===== src/rtl/shift_add_multiplier_pkg.sv =====
// Shared definitions for the shift-and-add multiplier: FSM state encoding
// and a constant-foldable ceiling-log2 helper used to size the step counter.
package shift_add_multiplier_pkg;

  typedef enum logic [1:0] {
    IDLE = 2'd0,
    BUSY = 2'd1,
    DONE = 2'd2
  } mul_state_e;

  function automatic int clog2(input int value);
    int result;
    int remaining;
    result    = 0;
    remaining = value - 1;
    while (remaining > 0) begin
      result    = result + 1;
      remaining = remaining >> 1;
    end
    return result;
  endfunction

endpackage


===== src/rtl/shift_add_multiplier_adder.sv =====
// Ripple-carry adder built from a chain of full_adder cells; the multiplier
// uses it for each partial-product accumulation step.
module full_adder (
  input  logic x,
  input  logic y,
  input  logic cin,
  output logic sum,
  output logic cout
);

  assign sum  = x ^ y ^ cin;
  assign cout = (x & y) | (x & cin) | (y & cin);

endmodule

module ripple_carry_adder #(
  parameter int WIDTH = 8
) (
  input  logic [WIDTH-1:0] x,
  input  logic [WIDTH-1:0] y,
  input  logic             cin,
  output logic [WIDTH-1:0] sum,
  output logic             cout
);

  logic [WIDTH:0] carry;

  assign carry[0] = cin;
  assign cout     = carry[WIDTH];

  // Cells are kept as discrete instances so the carry chain survives synthesis.
  for (genvar i = 0; i < WIDTH; i++) begin : g_bit
    (* dont_touch = "true" *)
    full_adder u_fa (
      .x    (x[i]),
      .y    (y[i]),
      .cin  (carry[i]),
      .sum  (sum[i]),
      .cout (carry[i+1])
    );
  end

endmodule


===== src/rtl/shift_add_multiplier.sv =====
// Unsigned sequential shift-and-add multiplier with valid/ready handshakes;
// one partial-product add-and-shift per clock, fixed WIDTH-cycle latency.
module shift_add_multiplier
  import shift_add_multiplier_pkg::*;
#(
  parameter int WIDTH = 8
) (
  input  logic               clk,
  input  logic               rst_n,
  input  logic               in_valid,
  output logic               in_ready,
  input  logic [WIDTH-1:0]   a,
  input  logic [WIDTH-1:0]   b,
  output logic               out_valid,
  input  logic               out_ready,
  output logic [2*WIDTH-1:0] result,
  output logic               busy
);

  localparam int CW = clog2(WIDTH) + 1;
  localparam logic [CW-1:0] LAST_STEP = CW'(WIDTH - 1);

  mul_state_e         state_q, state_d;
  logic [WIDTH-1:0]   mcand_q, mcand_d;
  logic [2*WIDTH-1:0] p_q, p_d;
  logic [2*WIDTH-1:0] result_q, result_d;
  logic [CW-1:0]      count_q, count_d;

  logic [WIDTH-1:0]   addSum;
  logic               addCout;
  logic [2*WIDTH-1:0] pStep;

  ripple_carry_adder #(
    .WIDTH (WIDTH)
  ) u_adder (
    .x    (p_q[2*WIDTH-1:WIDTH]),
    .y    (mcand_q),
    .cin  (1'b0),
    .sum  (addSum),
    .cout (addCout)
  );

  // The adder carry lands in the top bit of the shifted product so it is never lost.
  always_comb begin
    if (p_q[0]) begin
      pStep = {addCout, addSum, p_q[WIDTH-1:1]};
    end else begin
      pStep = {1'b0, p_q[2*WIDTH-1:1]};
    end
  end

  always_comb begin
    state_d   = state_q;
    mcand_d   = mcand_q;
    p_d       = p_q;
    count_d   = count_q;
    result_d  = result_q;
    in_ready  = 1'b0;
    busy      = 1'b0;
    out_valid = 1'b0;

    case (state_q)
      IDLE: begin
        in_ready = 1'b1;
        if (in_valid) begin
          mcand_d = a;
          p_d     = {{WIDTH{1'b0}}, b};
          count_d = '0;
          state_d = BUSY;
        end
      end
      BUSY: begin
        busy    = 1'b1;
        p_d     = pStep;
        count_d = count_q + 1'b1;
        if (count_q == LAST_STEP) begin
          result_d = pStep;
          state_d  = DONE;
        end
      end
      DONE: begin
        out_valid = 1'b1;
        if (out_ready) begin
          state_d = IDLE;
        end
      end
      default: begin
        state_d = IDLE;
      end
    endcase
  end

  always_ff @(posedge clk or negedge rst_n) begin
    if (!rst_n) begin
      state_q  <= IDLE;
      mcand_q  <= '0;
      p_q      <= '0;
      count_q  <= '0;
      result_q <= '0;
    end else begin
      state_q  <= state_d;
      mcand_q  <= mcand_d;
      p_q      <= p_d;
      count_q  <= count_d;
      result_q <= result_d;
    end
  end

  assign result = result_q;

endmodule


===== config.mk =====
export PLATFORM = sky130hd
export DESIGN_NAME = shift_add_multiplier
export DESIGN_NICKNAME = d
export VERILOG_FILES = /design/src/rtl/shift_add_multiplier_pkg.sv /design/src/rtl/shift_add_multiplier_adder.sv /design/src/rtl/shift_add_multiplier.sv
export SDC_FILE = /design/constraint.sdc
export NUM_CORES = 1
export LEC_CHECK = 0
export ABC_CLOCK_PERIOD_IN_PS = 6300
export CAP_MARGIN = 40
export CORE_ASPECT_RATIO = 0.75
export CORE_MARGIN = 4
export CORE_UTILIZATION = 56
export CTS_CLUSTER_SIZE = 28
export DETAILED_ROUTE_END_ITERATION = 10
export PLACE_DENSITY = 0.86
export SLEW_MARGIN = 20
export SYNTH_ARGS = -nofsm -noshare
export SYNTH_HDL_FRONTEND = slang
export SYNTH_SLANG_ARGS = --single-unit

===== constraint.sdc =====
create_clock -name clk -period 6.3 [get_ports clk]
set_input_delay 1.26 -clock clk [delete_from_list [all_inputs] [get_ports clk]]
set_output_delay 1.26 -clock clk [all_outputs]
set_load 0.05 [all_outputs]

== Yosys cells after proc, flatten, opt, wreduce, memory -nomap -nowiden ==
Index checks and enable logic that the tools add are counted.

* Register bits: 46
* Output and inout bits: 19

* Add/subtract/negate cells: 1
* Equal/unequal tests: 6
* Mux-type cells: 12
* Bitwise logic cells: 51
* Reduce and logical (&&, ||, !) cells: 6

{| class="wikitable"
|+ Operators by type and width
! kind !! number
|-
| 16-bit two-way mux || 2
|-
| 16-bit case mux with 2 select lines || 1
|-
| 1-bit AND || 22
|-
| 1-bit XOR || 15
|-
| 1-bit bitwise OR || 14
|-
| 4-bit case mux with 2 select lines || 1
|-
| 2-bit two-way mux || 3
|-
| 2-bit != test, second input constant || 3
|-
| 2-bit case mux with 3 select lines || 1
|-
| 2-bit AND reduction || 3
|-
| 4-bit by 1-bit adder with 4-bit output, second input constant || 1
|-
| 4-bit by 3-bit equality test with 1-bit output, second input constant || 1
|-
| 4-bit two-way mux || 1
|-
| 1-bit two-way mux || 3
|-
| 3-bit AND reduction || 1
|-
| 2-bit by 1-bit equality test with 1-bit output, second input constant || 1
|-
| 2-bit equality test, second input constant || 1
|-
| 2-bit zero test || 1
|-
| 2-bit nonzero test || 1
|}

== Longest topological paths before layout ==
Gate-level depths: netlist (run 1).

* Depth after elaboration: 24
* Depth in mapped cells: 12

== Cells and area by module ==
Synthesis (run 1) repeated with hierarchy kept, for this count alone.

* Cell total of the unflattened synthesis: 173
* Area, all modules: 2245.9 um2

{| class="wikitable"
|+ Modules (own cells, without submodules)
! module !! instances !! cells an instance !! area an instance (um2) !! seq. area each (um2)
|-
| shift_add_multiplier || 1 || 165 || 2085.8 || 1151.1
|-
| full_adder || 8 || 1 || 20.0 || 0.0
|}

== Worst setup path after synthesis (run 1) ==
No wires, ideal clock.

* Kind: register to register
* Start: reg p_q[8]
* End: reg p_q[14]
* Library setup time: 0.134 ns
* Arrival time: 3.456 ns
* Data required time: 6.166 ns
* Path slack: 2.710 ns
* Stages on the path, launching flop included: 13
* Buffers on the path: 0
* Path through: dfrtp_1 ha_1 inv_1 fa_1 fa_1 fa_1 fa_1 fa_1 fa_1 inv_1 fa_1 mux2i_1 o21ai_0

* Word-level cells in the longest chain between the ends: 22
* Elaborated cells on any way between the ends: 28
* Classes of those cells: mux (2); bitwise (26)

{| class="wikitable"
|+ Ends and longest elaborated chain
! what !! line !! RTL
|-
| start: declaration || shift_add_multiplier.sv:25 || <nowiki>logic [2*WIDTH-1:0] p_q, p_d;</nowiki>
|-
| start signal: assignment || shift_add_multiplier.sv:103 || <nowiki>p_q <= p_d;</nowiki>
|-
| 1-bit AND * || shift_add_multiplier_adder.sv:12 || <nowiki>assign cout = (x & y) | (x & cin) | (y & cin);</nowiki>
|-
| 1-bit AND || shift_add_multiplier_adder.sv:12 ||
|-
| 1-bit bitwise OR || shift_add_multiplier_adder.sv:12 ||
|-
| 1-bit bitwise OR * || shift_add_multiplier_adder.sv:12 ||
|-
| 1-bit AND || shift_add_multiplier_adder.sv:12 ||
|-
| 1-bit bitwise OR || shift_add_multiplier_adder.sv:12 ||
|-
| 1-bit bitwise OR * || shift_add_multiplier_adder.sv:12 ||
|-
| 1-bit AND || shift_add_multiplier_adder.sv:12 ||
|-
| (+6 left out) || n/a ||
|-
| 1-bit bitwise OR || shift_add_multiplier_adder.sv:12 ||
|-
| 1-bit bitwise OR * || shift_add_multiplier_adder.sv:12 ||
|-
| 1-bit AND || shift_add_multiplier_adder.sv:12 ||
|-
| 1-bit bitwise OR || shift_add_multiplier_adder.sv:12 ||
|-
| 1-bit bitwise OR * || shift_add_multiplier_adder.sv:12 ||
|-
| 1-bit XOR * || shift_add_multiplier_adder.sv:11 || <nowiki>assign sum = x ^ y ^ cin;</nowiki>
|-
| 16-bit two-way mux * || shift_add_multiplier.sv:45 || <nowiki>if (p_q[0]) begin</nowiki>
|-
| 16-bit case mux with 2 select lines * || shift_add_multiplier.sv:62 || <nowiki>case (state_q)</nowiki>
|}

Mark *: on every way between the ends. The rest lies on a longest branch, timed or not.
A chain may end at the register's enable or synchronous reset.

== Final worst setup path (run 1) ==
Ends and elaborated chain as after synthesis.

==> results.sh, run 1 <==
export IMPL_drt_first_iter_violations=58
export IMPL_yosys_area_share_adder_pct=7.66
export IMPL_synth_top_cells_by_area="dfrtp_1, mux2_2, fa_1, mux2i_1, o21ai_0"
export IMPL_fin_crit_ns=3.90
export IMPL_timing_final_setup_violations=0
export IMPL_seq_power_share_pct=36.5
export IMPL_timing_critical_path_mode_cell="fa_1"
export IMPL_maximum_number_of_pins_on_one_net_before_global_route_repair=25
export IMPL_cp_slowest_cell="fa_1"
export IMPL_drt_wirelength_per_cell_um=15.8
export IMPL_top_level_ports=39
export IMPL_slew_viol_final=0
export IMPL_compound_gate_portion_of_the_synthesized_area_pct=10.2
export IMPL_drc=0
export IMPL_synth_simple_gate_area_share_pct=7.66
export IMPL_post_synth_instance_area_um2=2160
export IMPL_final_cell_utilization_of_the_core_pct=73.2
export IMPL_tritoncts="done"
export IMPL_final_cell_mix="dfrtp_1, clkdlybuf4s50_1, inv_1"
export IMPL_numCtsBuffers=5
export IMPL_grt_pass1_vias=1566
export IMPL_antenna_cells=0
export IMPL_share_clk_of_total_power_pct=15.2
export IMPL_internal_power_mw=0.829
export IMPL_synth_area_mux_share_pct=14.0
export IMPL_overall_die_height_um=61.8
export IMPL_status="finished, final reports clean"
export IMPL_postSynthAreaPerCell_um2=11.4
export IMPL_hold_ws_ns=0.513
export IMPL_cts_hold_fix_buffers=0
export IMPL_dr_pass1_iters=4
export IMPL_yosysWarnings=0
export IMPL_static_leak_nw=1.17
export IMPL_hold_path_class="reg2reg"
export IMPL_yosys_area_top_type_share_pct=53.4
export IMPL_syn_num_nets=218
export IMPL_grt_antenna_before_repair=0
export IMPL_max_freq_ghz=0.257
export IMPL_final_common_cell="dfrtp_1"
export IMPL_initial_utilization_pct=58.5
export IMPL_yosys_register_bits=46
export IMPL_globalRoute_totalOverflow=0
export IMPL_max_vdd_ir_drop_uv=310
export IMPL_power_switching_share_pct=43.6
export IMPL_synth_yosys_seq_area_share_pct=53.4
export IMPL_rsz0062_at_grt="no"
export IMPL_cell_at_the_root_of_the_clock_tree="clkbuf_8"
export IMPL_synthToLayoutAreaGrowth_pct=25.1
export IMPL_floorplan_die_area_um2=4920
export IMPL_worst_slew_margin_rel_pct=48.3
export IMPL_worst_setup_path_start_kind="flop"
export IMPL_crit_arrival_ns=4.07
export IMPL_post_syn_instances=189
export IMPL_path_type_of_the_worst_setup_path="reg2reg"
export IMPL_final_layout_size_suffix_gt1_share_pct=13.6
export IMPL_synth_top_area_cell="dfrtp_1"
export IMPL_cp_slowest_stage_delay_ns=0.41
export IMPL_std_cell_rows=19
export IMPL_grt_pass1_wl_mm=7.31
export IMPL_worst_slew_pin_slew_ns=0.774
export IMPL_cap_viol_max_count=0
export IMPL_globalRouteTotalUtil_pct=20.4
export IMPL_switching_power_mw=0.641
export IMPL_clock_skew_final_ns=0.0103
export IMPL_design_final_nets=256
export IMPL_synth_distinct_cells=28
export IMPL_cts_setup_buffers=0
export IMPL_die_w_um=79.7
export IMPL_io_buffer_count=38
export IMPL_worstPathRequired_ns=6.47
export IMPL_crit_path_cell_trace="ha_1 > inv_1 > fa_1 > fa_1 > fa_1 > fa_1 > fa_1 > fa_1 > inv_1 > fa_1 > mux2i_1 > o21ai_0"
export IMPL_power_combinational_fraction_pct=48.3
export IMPL_crit_path_end_kind="flop"
export IMPL_post_cts_resized=0
export IMPL_final_area_um2=2700
export IMPL_cts_clk_slew_worst_paths_ns=0.10
export IMPL_hold_violations=0
export IMPL_floorplan_core_area_um2=3680
export IMPL_min_period_over_period_pct=61.9
export IMPL_route_detailed_vias_per_inst=5.40
export IMPL_synth_xor_xnor_area_share_pct=0
export IMPL_worst_skew_pair_late_latency_ns=0.31
export IMPL_ant_nets=0
export IMPL_dpl_hpwl_mm=3.12
export IMPL_placedInstanceArea_um2=2580
export IMPL_critical_path_buf_inv_count=2
export IMPL_dr_total_vias=1512
export IMPL_cts_sink_count=46
export IMPL_cell_family_contributing_the_most_delay_on_the_critical_path="adder cells"
export IMPL_clock_path_buffers=2
export IMPL_fin_setup_tns_ns=0
export IMPL_combinational_family_with_the_most_area_after_synthesis="multiplexers"
export IMPL_cellPowerDensity_nw_per_um2=545
export IMPL_gp_congestion=0.777
export IMPL_crit_path_max_fanout=3
export IMPL_ctsHtreeMaxLevel=2
export IMPL_route_final_wire_length_mm=4.43
## cell families (layout without fill, tap and decap cells)
family,after synthesis,after routing
adder cells (fa/ha/maj),9,9
AND/OR/NAND/NOR,35,35
multiplexers,28,28
flip-flops,46,46
AO/OA/AOI/OAI,36,36
buffers and inverters,35,74
## cell type report
cell class              instances  area, µm²
flip-flops and latches         46       1150
fillers                       258        987
multi-input cells             108        852
repair buffers                 40        418
inverters                      26       97.6
clock buffers                   5       68.8
well taps                      52       65.1
clock inverters                 3       45.0
## routing by layer
metal / global-route usage (%) / wire (µm)
met1: 25.2 / 1930
met5: 0 / 0
met2: 34.5 / 2260
met3: 5.76 / 177
met4: 8.58 / 63
## cell usage after synthesis
cell type,number
dfrtp_1,46
inv_1,26
nand2_1,24
o21ai_0,21
mux2_2,17
mux2i_1,11
a22oi_1,7
fa_1,7
clkbuf_1,3
a21o_1,2
buf_2,2
buf_6,2
ha_1,2
nand2b_1,2
nor2_1,2
nor2b_1,2
o21bai_1,2
a21oi_1,1
a221o_1,1
and2_4,1
buf_4,1
clkbuf_2,1
nand3_1,1
nor3_1,1
nor3_4,1
nor3b_1,1
o21bai_2,1
o22ai_1,1
## power groups by stage
stage	Combinational, mW	Clock [mW]	Sequential (mW)
2_1_floorplan	0.378	0	0.651
3_3_place_gp	0.669	0	0.528
3_5_place_dp	0.708	0	0.538
4_1_cts	0.716	0.228	0.535
5_1_grt	0.770	0.243	0.553
6_report	0.710	0.224	0.536
## stage by stage
stage,instances,setup slack [ns],power (mW)
floorplan,189,2.71,1.03
global placement,270,2.62,1.20
detailed placement,272,2.41,1.25
CTS,280,2.40,1.48
global route,280,2.30,1.57
finish,280,2.40,1.47
## worst paths after layout
kind                            startpoint    endpoint  slack, ns  cells past startpoint
worst max-delay path                p_q[8]     p_q[14]       2.40                     12
worst min-delay path             result[5]   result[5]       0.51                      1
worst max register to register      p_q[8]     p_q[14]       2.40                     12
worst min register to register   result[5]   result[5]       0.51                      1
max in group asynchronous            rst_n      p_q[2]       4.85                      2
min in group asynchronous            rst_n  mcand_q[5]       0.94                      1
## state kept, by name, summed over array words and instances (netlist names)
register / cells
state_q: 2
result: 16
mcand_q: 8
count_q: 4
p_q: 16
No activity file was read; power rests on OpenSTA's default activity.
==> inputs of run 2 (changes only) <==
--- a/config.mk
+++ b/config.mk
@@ -5,14 +5,14 @@
 export SDC_FILE = /design/constraint.sdc
 export NUM_CORES = 1
 export LEC_CHECK = 0
-export ABC_CLOCK_PERIOD_IN_PS = 6300
+export ABC_CLOCK_PERIOD_IN_PS = 3300
 export CAP_MARGIN = 40
 export CORE_ASPECT_RATIO = 0.75
 export CORE_MARGIN = 4
-export CORE_UTILIZATION = 56
+export CORE_UTILIZATION = 47
 export CTS_CLUSTER_SIZE = 28
 export DETAILED_ROUTE_END_ITERATION = 10
-export PLACE_DENSITY = 0.86
+export PLACE_DENSITY = 0.78
 export SLEW_MARGIN = 20
 export SYNTH_ARGS = -nofsm -noshare
 export SYNTH_HDL_FRONTEND = slang
==> constraint.sdc (replaced) <==
create_clock -name clk -period 3.3 [get_ports clk]
set_input_delay 0.66 -clock clk [delete_from_list [all_inputs] [get_ports clk]]
set_output_delay 0.66 -clock clk [all_outputs]
set_load 0.05 [all_outputs]
==> run 2 against run 1 <==
  * The flow now finishes with violations (negative setup slack)
  * Critical path depth did not move
  * Clock skew is 0.0059 ns lower
  * Cell area is 2.5% higher
  * Via count fell by 3.3%
  * Clock power rose by 120%
  * Worst setup slack lost 2.6 ns
  * Wire length decreased by 1.9%
  * Fmax up 10%
==> results.sh, run 2 (synthesis gave the netlist of run 1 again) <==
export IMPL_cap_viol_max_count=0
export IMPL_drc=0
export IMPL_cts_clk_slew_worst_paths_ns=0.09
export IMPL_max_vdd_ir_drop_uv=531
export IMPL_status="finished, violations left"
export IMPL_max_freq_ghz=0.282
export IMPL_floorplan_core_area_um2=4440
export IMPL_design_final_nets=260
export IMPL_startpoint="p_q[8]"
export IMPL_grt_pass1_wl_mm=7.51
export IMPL_crit_path_end_kind="flop"
export IMPL_layout_filler_cells=356
export IMPL_regToRegEndpoint="result[14]"
export IMPL_ctsHtreeMaxLevel=2
export IMPL_rrSetupSlack_ns=-0.24
export IMPL_clock_skew_final_ns=0.00444
export IMPL_cts_sink_count=46
export IMPL_grt_antenna_before_repair=0
export IMPL_worst_slew_pin_slew_ns=0.752
export IMPL_ant_nets=0
export IMPL_placedInstanceArea_um2=2620
export IMPL_drt_first_iter_violations=82
export IMPL_final_layout_size_suffix_gt1_share_pct=19.4
export IMPL_critPathCapture="result[14]"
export IMPL_std_cell_rows=21
export IMPL_violations="negative setup slack"
export IMPL_initial_utilization_pct=48.6
export IMPL_dr_total_vias=1462
export IMPL_final_common_cell="dfrtp_1"
export IMPL_worst_slack_ns=-0.245
export IMPL_route_final_wire_length_mm=4.35
export IMPL_maximum_number_of_pins_on_one_net_before_global_route_repair=34
export IMPL_cellPowerDensity_nw_per_um2=1060
export IMPL_static_leak_nw=1.20
export IMPL_post_place_cells=280
export IMPL_worst_skew_pair_late_latency_ns=0.30
export IMPL_cell_at_the_root_of_the_clock_tree="clkbuf_8"
export IMPL_synthToLayoutAreaGrowth_pct=28.1
export IMPL_layout_cells_non_filler=289
export IMPL_final_area_um2=2760
export IMPL_top_level_ports=39
export IMPL_globalRouteTotalUtil_pct=17.2
export IMPL_rsz0062_at_grt="yes"
export IMPL_regToRegStartpoint="p_q[8]"
export IMPL_overall_die_height_um=66.7
export IMPL_numCtsBuffers=5
export IMPL_antenna_cells=0
export IMPL_worstPathRequired_ns=3.48
export IMPL_io_buffer_count=38
export IMPL_drt_wirelength_per_cell_um=15.0
export IMPL_crit_arrival_ns=3.73
export IMPL_timing_final_setup_violations=2
export IMPL_path_type_of_the_worst_setup_path="reg2reg"
export IMPL_die_w_um=86.2
export IMPL_final_cell_mix="dfrtp_1, clkdlybuf4s50_1, inv_1, nand2_1, o21ai_0"
export IMPL_hold_path_class="in2async"
export IMPL_dr_pass1_iters=4
export IMPL_route_detailed_vias_per_inst=5.06
export IMPL_worst_slew_margin_rel_pct=49.8
export IMPL_min_period_over_period_pct=107
export IMPL_tritoncts="done"
export IMPL_hold_violations=0
export IMPL_globalRoute_totalOverflow=0
export IMPL_grt_pass1_vias=1582
export IMPL_gp_congestion=0.778
export IMPL_number_of_cells_traversed_by_the_worst_register_to_register_path=12
export IMPL_worst_setup_path_start_kind="flop"
export IMPL_clock_path_buffers=2
export IMPL_floorplan_die_area_um2=5750
export IMPL_dpl_hpwl_mm=2.97
export IMPL_slew_viol_final=0
export IMPL_crit_path_max_fanout=2
export IMPL_fin_crit_ns=3.54
-- run 2: cell types whose count changed in the layout (fill, tap and decap cells not counted), sizes merged --
| cell | before | now |
|---|---|---|
| buf | 3 | 7 |
| bufinv | 1 | 2 |
| clkinv | 0 | 1 |
| clkinvlp | 2 | 0 |
-- run 2: area by class of cell --
type	instances	area, µm²	share of cell area (%)
Timing Repair Buffer	44	433	15.7
Sequential cell	46	1150	41.6
Clock buffer	5	68.8	2.49
Multi-Input combinational cell	108	873	31.6
Inverter	26	97.6	3.53
Tap cell	57	71.3	2.58
Clock inverter	3	68.8	2.49
-- run 2: through the flow --
stage                     hold WS [ns]  utilization [%]  worst slack [ns]  total power [mW]  TNS (ns)
final                            0.236             62.2            -0.245              2.93    -0.461
after global routing             0.242             62.2            -0.366              3.16    -0.841
after CTS                        0.240             62.0            -0.237              2.93    -0.468
after global placement           0.462             58.4            -0.126              2.36    -0.250
after floorplan                  0.364                -            -0.103              1.99    -0.201
after detailed placement         0.493             58.9            -0.228              2.41    -0.438
-- run 2: worst min path at each step --
stage                       to  slack (ns)  depth (start not counted)
finish               result[4]        0.24                          1
global route         result[4]        0.24                          1
CTS                  result[3]        0.24                          1
detailed placement     p_q[11]        0.49                          2
global placement       p_q[13]        0.46                          2
floorplan           count_q[0]        0.36                          0
-- run 2: what timing repair did --
| action | 4_1_cts | 5_1_grt |
|---|---|---|
| hold buffers | 0 | 0 |
| gates resized for setup | 1 | 3 |
| gates cloned | 0 | 0 |
| setup endpoints to repair | 2 | 6 |
| setup buffers | 0 | 1 |
-- run 2: critical path, stage by stage, from the launching register on --
cell and delay (ns):
dfrtp_1 0.37, ha_2 0.19, inv_2 0.04, fa_2 0.34, fa_2 0.37, fa_2 0.34
fa_2 0.35, fa_2 0.36, fa_2 0.34, inv_2 0.06, fa_1 0.39, mux2i_1 0.20
mux2i_1 0.10
-- run 2: where the power goes --
| part | internal (mW) | switching [mW] | total (mW) |
|---|---|---|---|
| clock | 0.303 | 0.200 | 0.503 |
| combinational | 0.583 | 0.822 | 1.40 |
| sequential | 0.816 | 0.206 | 1.02 |
| total | 1.70 | 1.23 | 2.93 |
-- run 2: metal layers --
metal	part of all wire (%)	wire length [µm]	vias to the layer above	global-route usage, %
met2	48	2070	26	27.4
li1	-	-	704	-
met5	0	0	-	0
met3	3.4	147	11	4.45
met4	2.4	103	0	7.00
met1	47	2030	721	22.4
